File: config.mk
export PLATFORM = sky130hd
export DESIGN_NAME = fetch_unit
export DESIGN_NICKNAME = d
export VERILOG_FILES = /design/src/rtl/fetch_unit.sv
export SDC_FILE = /design/constraint.sdc
export NUM_CORES = 1
export LEC_CHECK = 0
export CAP_MARGIN = 5
export CORE_MARGIN = 3
export CORE_UTILIZATION = 25
export DETAILED_ROUTE_END_ITERATION = 6
export PLACE_DENSITY_LB_ADDON = 0.12
export SETUP_SLACK_MARGIN = 0.15
export SLEW_MARGIN = 20
export SYNTH_ARGS = -nofsm -noshare
export SYNTH_HDL_FRONTEND = slang
export SYNTH_SLANG_ARGS = --single-unit
export TNS_END_PERCENT = 100
File: constraint.sdc
create_clock -name clk -period 2.2 [get_ports clk]
set_clock_uncertainty 0.1 [all_clocks]
set_input_delay 0.44 -clock clk [delete_from_list [all_inputs] [get_ports clk]]
set_output_delay 0.44 -clock clk [all_outputs]
set_load 0.01 [all_outputs]
File: src/rtl/fetch_unit.sv
// Instruction fetch stage: drives the instruction memory address from fetch_pc and
// buffers returned words with their PC in a small circular queue for decode.
module fetch_unit #(
    parameter int AW = 8,
    parameter int DW = 16,
    parameter int DEPTH = 2,
    parameter logic [AW-1:0] RESET_PC = '0
) (
    input  logic                       clk,
    input  logic                       rst_n,
    input  logic                       en,
    output logic [AW-1:0]              imem_addr,
    input  logic [DW-1:0]              imem_data,
    output logic                       inst_valid,
    output logic [DW-1:0]              inst,
    output logic [AW-1:0]              inst_pc,
    input  logic                       inst_ready,
    input  logic                       redirect,
    input  logic [AW-1:0]              redirect_pc,
    output logic [$clog2(DEPTH):0]     fill
);

    localparam int PW = $clog2(DEPTH);
    localparam int CW = PW + 1;
    localparam logic [CW-1:0] FULL = CW'(DEPTH);

    logic [AW-1:0] fetch_pc;
    logic [DW-1:0] q_inst [DEPTH];
    logic [AW-1:0] q_pc   [DEPTH];
    logic [PW-1:0] rd_ptr;
    logic [PW-1:0] wr_ptr;
    logic [CW-1:0] count;
    logic          pop;
    logic          push;

    assign pop  = inst_valid & inst_ready;
    // A pop frees the slot the same cycle, so a full queue can still accept a word.
    assign push = en & ~redirect & ((count < FULL) | pop);

    always_ff @(posedge clk or negedge rst_n) begin
        if (!rst_n) begin
            fetch_pc <= RESET_PC;
            rd_ptr   <= '0;
            wr_ptr   <= '0;
            count    <= '0;
            for (int i = 0; i < DEPTH; i++) begin
                q_inst[i] <= '0;
                q_pc[i]   <= '0;
            end
        end else if (redirect) begin
            fetch_pc <= redirect_pc;
            rd_ptr   <= '0;
            wr_ptr   <= '0;
            count    <= '0;
        end else begin
            if (push) begin
                q_inst[wr_ptr] <= imem_data;
                q_pc[wr_ptr]   <= fetch_pc;
                wr_ptr         <= wr_ptr + PW'(1);
                fetch_pc       <= fetch_pc + AW'(1);
            end
            if (pop) begin
                rd_ptr <= rd_ptr + PW'(1);
            end
            case ({push, pop})
                2'b10:   count <= count + CW'(1);
                2'b01:   count <= count - CW'(1);
                default: count <= count;
            endcase
        end
    end

    // Head outputs are forced to zero when empty so stale entries never leak out.
    assign inst_valid = (count != '0);
    assign inst       = inst_valid ? q_inst[rd_ptr] : '0;
    assign inst_pc    = inst_valid ? q_pc[rd_ptr] : '0;
    assign imem_addr  = fetch_pc;
    assign fill       = count;

endmodule

==> out/summary.txt, run 1 <==
total half-perimeter wirelength after legalization and detailed placement: 4.77 mm
type of the worst min-delay path: input pin to asynchronous set/reset pin
clock edge transition at the registers on the reported setup and hold paths: 0.05 ns
routed len/inst: 14.9 microns
max-cap viol count: 0
area of the mapped netlist: 2840 sq um
die boundary width: 113 microns
via count of the routed design: 2034
number of buffers and inverters on the critical path: 3
Max IR drop VDD: 522 uV
internal power contribution: 2.80 mW
final critical-path required period: 2.02 ns
most used standard cells in the synthesized netlist: dfrtp_1, mux2_2, nor2_1
sequential fraction of the synthesis area: 0.528
RSZ-0062 raised after global routing: yes
Clock Tree Buf Depth: 2
synth-to-layout area growth: 43.9%
Max-slew headroom: 0.598
floorplan die area: 12700 sq um
proportion of total power due to net switching: 0.260
Max Clock Freq: 494 MHz
all-layer global routing usage: 0.116
count of mapped cells out of synthesis: 231
Initial DRT Pass Iterations: 4
number of global-route vias before repair: 2160
Async SR Flop Fraction: 1.00
Synth area leaders: dfrtp_1, mux2_2, mux2i_1
antenna violations before repair: 0
fraction of layout instances using a drive strength above 1: 0.336
via-per-instance ratio: 4.38
pin count of the biggest net entering global routing: 35
power per unit of standard cell area: 923 nW/um^2
post-route antenna net violation count: 0
number of warnings reported in the yosys synthesis log: 0
H-tree depth: 3
final WL: 6.91 mm
area fraction of the dominant cell type after synthesis: 0.528
Comb power frac: 0.221
Worst-Margin Slew: 0.603 ns
number of hold-slack violations in the final timing report: 0
antenna diode instance count: 0
initial core utilization: 0.259
Core Rows: 38
most common cell in the synthesized netlist: dfrtp_1
number of pins exceeding their max-slew limit in the final report: 0
aggregate global routing overflow: 0
setup violation total in the final timing report: 0
post-layout total power: 3.78 mW
cells along the critical path: buf_4 -> buf_12 -> mux2i_1 -> nor2_1 -> clkbuf_2
CP top delay family: buffers and inverters
clock buffers created by TritonCTS: 9
number of enable flip-flop cells after synthesis: 0
worst reg2reg setup slack: 0.44 ns
final clock period utilization by the worst path: 0.920
maximum net fanout on the critical path: 9
1st-iter DRT viols: 76
total nets after synthesis: 261
Switch Pwr: 0.980 mW
wire length of the first global-routing pass: 11.4 mm
per-instance average area after synthesis: 12.3 sq um
accumulated negative setup slack: 0 ns
P_leak: 1.78 nW
type of element launching the critical path: register
register share of total power: 0.413
number of nets in the finished design: 349
area inside the core boundary: 11000 sq um
slowest CP cell: dfrtp_2
dominant synthesized flop cell: dfrtp_1
largest area contributor in the synthesized netlist: dfrtp_1
Yosys reg bits: 60
Unique masters post-synth: 28
sinks on the clock net: 60
relative contribution of the clock network to total power: 0.366
kind of end point of the critical path: output port
worst setup path category: register to output port
gpl congestion: 0.725
Ports: 64
CTS Root Cell: clkbuf_16
TritonCTS clock tree: yes
die height: 113 microns
clock latency of the later-clocked register in the worst-skew pair: 0.32 ns
number of input and output port buffers inserted: 63
WP data required: 1.66 ns
worst stage delay on the critical path: 0.44 ns
# DRC: 0
result of the run: finished clean
Worst EP arrival: 1.48 ns
## final cells by class
class                      instances  area, sq um
fill                            1106         6890
multi-input combinational        156         1270
inverter                           2         7.51
clock buffer                      12          246
sequential                        60         1500
clock inverter                     4         48.8
tap                              140          175
timing repair buffer              90          838
## layout by cell type, fill, tap and decap left out, types with 8 or more instances in the layout
master,synthesis,routed
buf_4,0,18
clkbuf_16,0,9
clkbuf_2,0,14
clkdlybuf4s50_1,0,37
dfrtp_1,60,58
dlygate4sd2_1,0,11
mux2_2,45,45
mux2i_1,25,23
nand2_1,8,8
nor2_1,29,28
o21ai_0,11,11
## per-layer routing
layer,global-route usage,vias up,share of wire
li1,-,986,-
met1,0.153,982,0.46
met2,0.181,57,0.46
met3,0.0345,9,0.058
met4,0.0433,0,0.017
met5,0,-,0
## power groups by stage
stage,sequential (mW),clock [mW],combinational (mW)
after floorplan,1.53,0,0.500
after global placement,1.57,0,0.859
after detailed placement,1.58,0,0.869
after CTS,1.56,1.42,0.856
after global routing,1.60,1.48,0.931
final,1.56,1.38,0.834
## final timing paths
| path | startpoint | endpoint | cells past startpoint |
|---|---|---|---|
| setup / recovery | rd_ptr$_DFFE_PN0P_ | inst[12] | 5 |
| hold / removal | rst_n | q_inst[22]$_DFFE_PN0P_ | 1 |
| setup reg to reg | fill[1]$_DFFE_PN0P_ | imem_addr[7]$_DFFE_PN0P_ | 6 |
| hold reg to reg | q_pc[6]$_DFFE_PN0P_ | q_pc[6]$_DFFE_PN0P_ | 2 |
| max in group asynchronous | rst_n | rd_ptr$_DFFE_PN0P_ | 2 |
| min in group clk | q_pc[6]$_DFFE_PN0P_ | q_pc[6]$_DFFE_PN0P_ | 2 |
## per-stage QoR
step	instance area [sq um]	hold WS [ns]	worst slack, ns	std cells	utilization
after floorplan	2840	0.0444	0.471	231	-
after global placement	3800	0.369	0.0513	442	0.346
after detailed placement	3800	0.372	0.0418	442	0.346
after CTS	4130	0.0382	0.0461	463	0.376
after global routing	4090	0.0654	0.134	464	0.372
final	4090	0.0243	0.176	464	0.372
## flip-flops by register name (all words and copies together), names as in the netlist
name	count
wr_ptr	1
q_pc	16
imem_addr	8
q_inst	32
rd_ptr	1
fill	2
## kinds of logic (layout without fill, tap and decap cells)
| logic type | count (synthesis) | count (layout) | share of synthesized area |
|---|---|---|---|
| AO/OA/AOI/OAI | 16 | 16 | 0.0317 |
| multiplexers | 72 | 72 | 0.274 |
| AND/OR/NAND/NOR | 60 | 60 | 0.110 |
| buffers and inverters | 15 | 108 | 0.0299 |
| XOR/XNOR | 7 | 7 | 0.0216 |
| flip-flops | 60 | 60 | 0.528 |
| adder cells (fa/ha/maj) | 1 | 1 | 0.00440 |
## timing repair
action | in CTS | in global routing
endpoints found under the setup margin | 25 | 17
setup buffers | 5 | 1
gates resized for setup | 33 | 30
hold buffers | 0 | 0
pin swaps | 1 | 0
endpoints found under the hold margin | 0 | 0
Note: power is estimated with default switching activity, not from simulation.
==> run 2, diff against run 1 <==
Settings changed: CORE_UTILIZATION 25 to 40.
==> out/summary.txt, run 2 (synthesis results as in run 1) <==
die boundary width: 90.3 microns (was 113 microns)
Core Rows: 30 (was 38)
final WL: 6.33 mm (was 6.91 mm)
antenna diode instance count: 0 (unchanged)
Max Clock Freq: 484 MHz (was 494 MHz)
all-layer global routing usage: 0.164 (was 0.116)
area inside the core boundary: 6830 sq um (was 11000 sq um)
Worst EP arrival: 1.53 ns (was 1.48 ns)
cells along the critical path: nor2_4 -> buf_12 -> buf_4 -> nor2_1 -> dlygate4sd2_1 (was buf_4 -> buf_12 -> mux2i_1 -> nor2_1 -> clkbuf_2)
worst setup path category: register to output port (unchanged)
max-cap viol count: 0 (unchanged)
clock edge transition at the registers on the reported setup and hold paths: 0.07 ns (was 0.05 ns)
sinks on the clock net: 60 (unchanged)
maximum net fanout on the critical path: 5 (was 9)
H-tree depth: 3 (unchanged)
via count of the routed design: 2058 (was 2034)
CP Capture Point: inst[6] (was inst[12])
initial core utilization: 0.416 (was 0.259)
worst reg2reg setup slack: 0.39 ns (was 0.44 ns)
final hold slack: 0.00551 ns (was 0.0243 ns)
flip-flop count of the largest register, all copies and words added: 32 (unchanged)
result of the run: finished clean (unchanged)
number of global-route vias before repair: 2042 (was 2160)
1st-iter DRT viols: 70 (was 76)
reg-to-reg critical path endpoint: q_inst[14]$_DFFE_PN0P_ (was imem_addr[7]$_DFFE_PN0P_)
aggregate global routing overflow: 0 (unchanged)
antenna violations before repair: 0 (unchanged)
cell depth of the worst setup path: 5 (unchanged)
slowest CP cell: dfrtp_1 (was dfrtp_2)
worst stage delay on the critical path: 0.42 ns (was 0.44 ns)
die height: 90.3 microns (was 113 microns)
number of hold-slack violations in the final timing report: 0 (unchanged)
setup violation total in the final timing report: 0 (unchanged)
clock buffers created by TritonCTS: 9 (unchanged)
accumulated negative setup slack: 0 ns (unchanged)
# DRC: 0 (unchanged)
WP data required: 1.66 ns (about the same)
Worst-Margin Slew: 0.329 ns (was 0.603 ns)
Critical R2R Launch: fill[1]$_DFFE_PN0P_ (unchanged)
CTS Root Cell: clkbuf_8 (was clkbuf_16)
gpl congestion: 0.660 (was 0.725)
synth-to-layout area growth: 40.9% (was 43.9%)
TritonCTS clock tree: yes (unchanged)
Initial DRT Pass Iterations: 4 (unchanged)
fraction of layout instances using a drive strength above 1: 0.357 (was 0.336)
routed len/inst: 14.8 microns (was 14.9 microns)
final critical-path required period: 2.07 ns (was 2.02 ns)
final clock period utilization by the worst path: 0.939 (was 0.920)
pin count of the biggest net entering global routing: 61 (was 35)
Ports: 64 (unchanged)
wire length of the first global-routing pass: 10.4 mm (was 11.4 mm)
type of element launching the critical path: register (unchanged)
floorplan die area: 8150 sq um (was 12700 sq um)
kind of end point of the critical path: output port (unchanged)
Max IR drop VDD: 443 uV (was 522 uV)
power per unit of standard cell area: 828 nW/um^2 (was 923 nW/um^2)
P_leak: 1.76 nW (was 1.78 nW)
type of the worst min-delay path: input pin to asynchronous set/reset pin (unchanged)
via-per-instance ratio: 4.80 (was 4.38)
Clock Tree Buf Depth: 2 (unchanged)
commonest cells after routing, fill and taps aside: dfrtp_1, mux2_2, clkdlybuf4s50_1, nor2_1, buf_4 (was dfrtp_1, mux2_2, clkdlybuf4s50_1, nor2_1, mux2i_1)
number of input and output port buffers inserted: 63 (unchanged)
post-route antenna net violation count: 0 (unchanged)
clock latency of the later-clocked register in the worst-skew pair: 0.34 ns (was 0.32 ns)
most frequent standard cell in the layout excluding fill and tap cells: dfrtp_1 (unchanged)
number of pins exceeding their max-slew limit in the final report: 0 (unchanged)
CP top delay family: buffers and inverters (unchanged)
total half-perimeter wirelength after legalization and detailed placement: 3.99 mm (was 4.77 mm)
R2R cell count: 6 (unchanged)
utilization after layout: 0.586 (was 0.372)
Most flops, register: q_inst (unchanged)
number of buffers and inverters on the critical path: 3 (unchanged)
Max-slew headroom: 0.780 (was 0.598)
number of nets in the finished design: 358 (was 349)
crit path launch: fill[0]$_DFFE_PN0P_ (was rd_ptr$_DFFE_PN0P_)
RSZ-0062 raised after global routing: yes (unchanged)
run 2: what timing repair did:
action	4_1_cts	5_1_grt
endpoints found under the setup margin	25	21
pin swaps	1	1
setup buffers	5	15
cloned	1	0
resized for setup	41	31
hold buffers	0	0
run 2: report_power, final:
group / switching (mW) / internal, mW / leakage [nW]
combinational: 0.345 / 0.546 / 0.951
sequential: 0.176 / 1.39 / 0.724
clock: 0.428 / 0.431 / 0.0889
total: 0.950 / 2.36 / 1.76
run 2: worst min path at each step:
stage	start	endpoint	slack, ns	cells after the start
global route	rst_n	q_inst[19]$_DFFE_PN0P_	0.03	2
detailed placement	rst_n	q_inst[2]$_DFFE_PN0P_	0.37	2
floorplan	rst_n	fill[0]$_DFFE_PN0P_	0.04	0
CTS	rst_n	q_inst[2]$_DFFE_PN0P_	0.005	2
finish	rst_n	q_inst[19]$_DFFE_PN0P_	0.006	2
global placement	rst_n	q_inst[18]$_DFFE_PN0P_	0.37	2
run 2: stage by stage:
stage                     setup WS, ns  power (mW)  instance area (sq um)  cells
after floorplan                  0.471        2.03                   2840    231
after global placement          0.0187        2.40                   3690    392
after detailed placement       0.00208        2.42                   3690    392
after CTS                       0.0607        3.28                   3900    414
after global routing            0.0674        3.50                   4000    429
final                            0.133        3.31                   4000    429
run 2: final cells by class:
class / instances / area [sq um]
tap: 96 / 120
clock buffer: 11 / 141
fill: 611 / 2830
sequential: 60 / 1500
clock inverter: 5 / 27.5
multi-input combinational: 156 / 1280
inverter: 2 / 7.51
timing repair buffer: 99 / 928
run 2: routing by layer:
metal  GRT usage  vias to the layer above  routed length [microns]
met5           0                        -                        0
met4      0.0804                        0                      116
met3      0.0333                        8                      205
met2       0.248                       42                     2900
met1       0.224                     1009                     3110
li1            -                      999                        -
